==> src/rtl/id_exe.sv <==
// ID/EXE pipeline register: captures decoded ID outputs, inserts bubbles on stall/flush,
// and feeds load-hazard info back to ID. Define ID_EXE_PERF_EN to add bubble/flush counters.
module id_exe #(
    parameter int ADDR_WIDTH  = 32,
    parameter int DATA_WIDTH  = 32,
    parameter int RADDR_WIDTH = 5,
    parameter int RDATA_WIDTH = 32,
    parameter logic [DATA_WIDTH-1:0] NOP_INST = 32'h00000013
) (
    input  logic                   clk_i,
    input  logic                   rst_i,
    input  logic [DATA_WIDTH-1:0]  inst_i,
    input  logic [ADDR_WIDTH-1:0]  inst_addr_i,
    input  logic [RDATA_WIDTH-1:0] op1_i,
    input  logic [RDATA_WIDTH-1:0] op2_i,
    input  logic                   reg_we_i,
    input  logic [RADDR_WIDTH-1:0] reg_waddr_i,
    input  logic                   hold_i,
    input  logic                   bubble_i,
    input  logic                   flush_i,
    output logic [DATA_WIDTH-1:0]  inst_o,
    output logic [ADDR_WIDTH-1:0]  inst_addr_o,
    output logic [RDATA_WIDTH-1:0] op1_o,
    output logic [RDATA_WIDTH-1:0] op2_o,
    output logic                   reg_we_o,
    output logic [RADDR_WIDTH-1:0] reg_waddr_o,
    output logic                   valid_o,
    output logic                   pre_inst_is_load_o,
    output logic [RADDR_WIDTH-1:0] exe_rd_o
`ifdef ID_EXE_PERF_EN
    ,
    output logic [31:0]            perf_bubble_cnt_o,
    output logic [31:0]            perf_flush_cnt_o
`endif
);

    localparam logic [6:0] OPC_LOAD = 7'b0000011;

    logic take_bubble;
    logic take_stall_bubble;
    logic capture;
    logic is_load;

    // Flush outranks hold so a wrong-path instruction is never retired.
    assign take_stall_bubble = !hold_i && bubble_i;
    assign take_bubble       = rst_i || flush_i || take_stall_bubble;
    assign capture           = !hold_i && !take_bubble;

    // Loads to x0 are excluded so ID never stalls on an rs = x0 compare.
    assign is_load = (inst_i[6:0] == OPC_LOAD) && reg_we_i && (reg_waddr_i != '0);

    always_ff @(posedge clk_i) begin
        if (take_bubble) begin
            inst_o             <= NOP_INST;
            inst_addr_o        <= '0;
            op1_o              <= '0;
            op2_o              <= '0;
            reg_we_o           <= 1'b0;
            reg_waddr_o        <= '0;
            valid_o            <= 1'b0;
            pre_inst_is_load_o <= 1'b0;
            exe_rd_o           <= '0;
        end else if (capture) begin
            inst_o             <= inst_i;
            inst_addr_o        <= inst_addr_i;
            op1_o              <= op1_i;
            op2_o              <= op2_i;
            reg_we_o           <= reg_we_i;
            reg_waddr_o        <= reg_waddr_i;
            valid_o            <= 1'b1;
            pre_inst_is_load_o <= is_load;
            exe_rd_o           <= reg_waddr_i;
        end
    end

`ifdef ID_EXE_PERF_EN
    always_ff @(posedge clk_i) begin
        if (rst_i) begin
            perf_bubble_cnt_o <= '0;
            perf_flush_cnt_o  <= '0;
        end else begin
            if (flush_i) begin
                perf_flush_cnt_o <= perf_flush_cnt_o + 32'd1;
            end
            if (take_stall_bubble && !flush_i) begin
                perf_bubble_cnt_o <= perf_bubble_cnt_o + 32'd1;
            end
        end
    end
`endif

endmodule
==> config.mk <==
export PLATFORM = sky130hd
export DESIGN_NAME = id_exe
export DESIGN_NICKNAME = d
export VERILOG_FILES = /design/src/rtl/id_exe.sv
export SDC_FILE = /design/constraint.sdc
export NUM_CORES = 1
export LEC_CHECK = 0
export BUFFER_PORTS_ARGS = -buffer_cell sky130_fd_sc_hd__buf_2
export CORE_AREA = 2 2 108 110
export CTS_CLUSTER_DIAMETER = 30
export DETAILED_ROUTE_END_ITERATION = 8
export DIE_AREA = 0 0 110 112
export GPL_ROUTABILITY_DRIVEN = 0
export PLACE_DENSITY = 0.73
export SLEW_MARGIN = 20
export SYNTH_ARGS = -nofsm -noshare
export SYNTH_HDL_FRONTEND = slang
export SYNTH_SLANG_ARGS = --single-unit
==> constraint.sdc <==
create_clock -name clk_i -period 1.18 [get_ports clk_i]
set_input_delay 0 -clock clk_i [delete_from_list [all_inputs] [get_ports clk_i]]
set_output_delay 0 -clock clk_i [all_outputs]
set_load 0.02 [all_outputs]
---- Word-level counts from Yosys, hierarchy flattened ----
Index checks and enable logic that the tools add are counted.
storage, ports and cells
  logic and storage cells ................. 18
  register bits ........................... 136
  output and inout port bits .............. 141
  input bits .............................. 139
cells by class
  equal/unequal tests ..................... 1
  reduce and logical (&&, ||, !) cells .... 9
operators with widths
  cell                  count
  $eq A7 B2 Y1 const B  1
  $reduce_bool A5 Y1    1
  $logic_and A1 B1 Y1   4
  $logic_not A1 Y1      2
  $logic_or A1 B1 Y1    2

---- Depth between registers and ports, before layout ----
  depth in word-level cells ............... 5
  mapped depth ............................ 7
  mapped depth without buffers ............ 4

---- Worst setup path after synthesis ----
OpenSTA, ideal clock, no wires.
  path kind ............................... input -> register
  start point ............................. input port reg_waddr_i[0]
  end point ............................... register pre_inst_is_load_o
  stages on the path ...................... 4
  path slack .............................. 0.234 ns
  library setup time ...................... 0.116 ns
  data required time ...................... 1.064 ns
  data arrival time ....................... 0.829 ns
  path buffers ............................ 0
  path through ............................ or4_1 nor2_1 nor3_1 a31o_2
on the way
  longest elaborated chain between the ends .. 2
ends and longest elaborated chain
  what                  line  source
  start, declared       17    input logic [RADDR_WIDTH-1:0] reg_waddr_i,
  $reduce_bool A5 Y1    50    assign is_load = (inst_i[6:0] == OPC_LOAD) && reg_we_i && (reg_waddr_i != '0);
  $logic_and A1 B1 Y1   50
  end signal, assigned  71    pre_inst_is_load_o <= is_load;
  end, declared         28    output logic pre_inst_is_load_o,
Every way passes these cells.
A chain may end at the register's enable or synchronous reset.

---- Worst setup path after layout ----
  start point ............................. input port reg_waddr_i[2]
  end point ............................... register pre_inst_is_load_o
Same word-level chain as after synthesis.

==> qor.csv <==
stage,metric,value,unit
worst_hold_path,worstHoldEndpoint,inst_o[0]$_SDFFE_PP1P_,
clock_network,post_cts_buffers,0,
floorplanning,initial_core_util,37.6,%
cells_and_area,syn_to_final_growth,83.0,%
detailed_routing,routed_wl,15300,µm
floorplanning,dieWidth,110,µm
detailed_routing,wl_per_cell,17.1,µm
setup_path,crit_slowest_cell,dlygate4sd3_1,
detailed_routing,first_pass_iters,4,
clock_network,htree_levels,4,
synth,ys_seq_area_share,64.8,%
clock_network,path_clk_slew,60,ps
synth,synthCells,323,
cells_and_area,antenna_cells,0,
cells_and_area,ff_latch_area,2720,µm²
sta,min_period_over_period,95.7,%
synth,synth_cell_type_count,17,
clock_network,cts_buffers,17,
synth,synthesis.area,4200,µm²
global_route,track_usage,24.2,%
floorplanning,core_area,11200,µm²
setup_path,worstSetupPathType,in -> reg,
setup_path,path_max_fanout,2,
sta,timing.final.crit_period,1130,ps
power_and_ir_drop,clkPwrFrac,47.9,%
cells_and_area,drive_gt1_share,43.4,%
synth,async_flop_share,0,%
power_and_ir_drop,power_density,1450,nW/µm²
synth,synth_commonest_cells,"136 x dfxtp_1, 130 x a22o_1, 15 x buf_2, 15 x buf_4, 5 x nand2_1",
worst_hold_path,hold_path_startpoint,bubble_i,
floorplanning,num_rows,39,
sta,setup_tns,0,ps
sta,setup_viol_count_final,0,
synth,yosysMostFrequentCell,dfxtp_1,
setup_path,cp_cell_sequence,dlygate4sd3_1 > buf_2 > or4_1 > nor2_2 > nor3_1 > a31o_2,
clock_network,cts_tree,done,
clock_network,insertion_delay,410,ps
global_route,gr-total-overflow,0,
sta,skew,0,ps
power_and_ir_drop,p_leak,3.79,nW
worst_hold_path,min_path_cells,4,
outcome,status,completed,
detailed_routing,drc,0,
synth,synth_top_area_share,64.8,%
setup_path,startpoint,reg_waddr_i[2],
sta,rsz0062_at_grt,no,
setup_path,crit_path_start_kind,input pin,
sta,relSlewSlack,80.5,%
setup_path,r2r-end,inst_o[10]$_SDFFE_PP0P_,
power_and_ir_drop,vdd_ir_drop_max,0.00140,V
place,port_buffers,279,
cells_and_area,layout.nets,874,
detailed_routing,vias,4451,
synth,syn_avg_cell_area,13.0,µm²
setup_path,cp-end-kind,flop,
synth,synth_edf_count,0,
global_route,grt_start_max_net_pins,68,
synth,ys_warn_count,0,
worst_hold_path,hold_path.class,in -> reg,
power_and_ir_drop,p_sw_share,22.7,%
global_route,grt_pass1_vias,4568,
place,dp_hpwl,8290,µm
synth,synthesis.nets,462,
setup_path,reg2reg_from,inst_o[10]$_SDFFE_PP0P_,
global_route,grt_pass1_wl,22800,µm
power_and_ir_drop,power.share.combinational,9.7,%
setup_path,reg2reg_depth,1,
floorplanning,die_y,112,µm
detailed_routing,initialDrtViolationCount,271,
setup_path,required,1490,ps
clock_network,clockBufferDepth,2,
floorplanning,pin_count,280,
setup_path,worst_ep_arrival_time,1440,ps
synth,yosys.area.top_type,dfxtp_1,
cells_and_area,multiInputGateArea,1270,µm²
synth,synth.area.top_cells,"dfxtp_1 65%, a22o_1 27%, buf_4 2.7%, buf_2 1.8%, o22a_1 0.63%",
sta,tightestPinTransition,292,ps
synth,synth-seq-cells,136,
clock_network,cts.sinks,136,
detailed_routing,ant_nets,0,
setup_path,ff2ff_setup_slack,520,ps
detailed_routing,viasPerCell,5.00,
power_and_ir_drop,internal_power,0.00864,W
sta,clock.fmax,886,MHz
sta,maxSlewViolCount,0,
setup_path,slowest_delay,530,ps
synth,synth_ff_type,dfxtp_1,
clock_network,root_buffer,clkbuf_16,
run,drv_cap,0,
power_and_ir_drop,switching_power,0.00254,W
cells_and_area,fillers,744,
power_and_ir_drop,power.share.sequential,42.4,%
global_route,antenna_found_initial,0,
floorplanning,dieArea,12300,µm²
sta,holdWs,46.1,ps
sta,finalHoldViolCount,0,
==> worst max path at each step <==
stage,endpoint,slack (ps),cells past startpoint
floorplan,pre_inst_is_load_o$_SDFFE_PP0P_,230,4
global route,pre_inst_is_load_o$_SDFFE_PP0P_,20,6
CTS,pre_inst_is_load_o$_SDFFE_PP0P_,9,6
global placement,pre_inst_is_load_o$_SDFFE_PP0P_,80,5
finish,pre_inst_is_load_o$_SDFFE_PP0P_,50,6
detailed placement,op1_o[21]$_SDFFE_PP0P_,20,5
==> cell type report <==
type                            instances  area share (%)
Tap cell                              143            2.33
Multi-Input combinational cell        151            16.6
Inverter                                2          0.0976
Sequential cell                       136            35.4
Clock inverter                         15            2.28
Clock buffer                           17            5.53
Timing Repair Buffer                  427            37.8
==> cell usage in the layout (no fill, tap or decap), drive strengths merged <==
master and count:
a21oi 1, a22o 130, a31o 1, and2 1, buf 289, bufinv 3
clkbuf 17, clkinv 6, clkinvlp 4, dfxtp 136, dlygate4sd3 138, inv 4
nand2 5, nand4 1, nor2 4, nor3 2, nor4 1, o21ai 1
o22a 3, or4 1
==> stage by stage <==
step / setup slack (ps) / total power, W / util (%) / cell area, µm² / std cells
2_1_floorplan: 234 / 0.00515 / - / 4200 / 323
4_1_cts: 8.91 / 0.0112 / 68.8 / 7690 / 892
3_3_place_gp: 76.3 / 0.00552 / 51.1 / 5710 / 722
3_5_place_dp: 20.1 / 0.00553 / 51.1 / 5710 / 722
5_1_grt: 15.3 / 0.0116 / 68.8 / 7690 / 891
6_report: 51.0 / 0.0112 / 68.8 / 7690 / 891
==> flip-flops by register name, summed over array words and instances, names as in the netlist <==
name,flops
pre_inst_is_load_o,1
op2_o,32
inst_o,32
reg_waddr_o,5
valid_o,1
op1_o,32
inst_addr_o,32
reg_we_o,1
==> critical path: cells and delay by family <==
family                 cells  cell delay [ps]
AND/OR/NAND/NOR            3              590
buffers and inverters      2              660
AO/OA/AOI/OAI              1              200
==> power groups by stage <==
stage               clock network (W)  logic (W)  registers, W
floorplan                           0   0.000200       0.00495
global placement                    0   0.000683       0.00484
detailed placement                  0   0.000697       0.00484
CTS                           0.00543    0.00105       0.00474
global route                  0.00565    0.00115       0.00475
finish                        0.00535    0.00109       0.00474
==> metal layers <==
metal | global-route usage, % | up-vias | routed length, µm
met5 | 0 | - | 0
li1 | - | 2063 | -
met2 | 42.0 | 231 | 7640
met4 | 11.8 | 0 | 488
met1 | 25.7 | 2113 | 5900
met3 | 8.31 | 44 | 1250
==> cell families (layout without fill, tap and decap cells) <==
kind of cell,after synthesis,after routing,synth area share (%)
AO/OA/AOI/OAI,136,136,28.2
AND/OR/NAND/NOR,15,15,2.03
flip-flops,136,136,64.8
buffers and inverters,36,461,5.00
==> timing repair <==
item,4_1_cts,5_1_grt
hold buffers,138,0
hold endpoints to repair,136,0
setup endpoints to repair,0,1
gates resized for setup,0,1
Note: power is estimated with default switching activity, not from simulation.
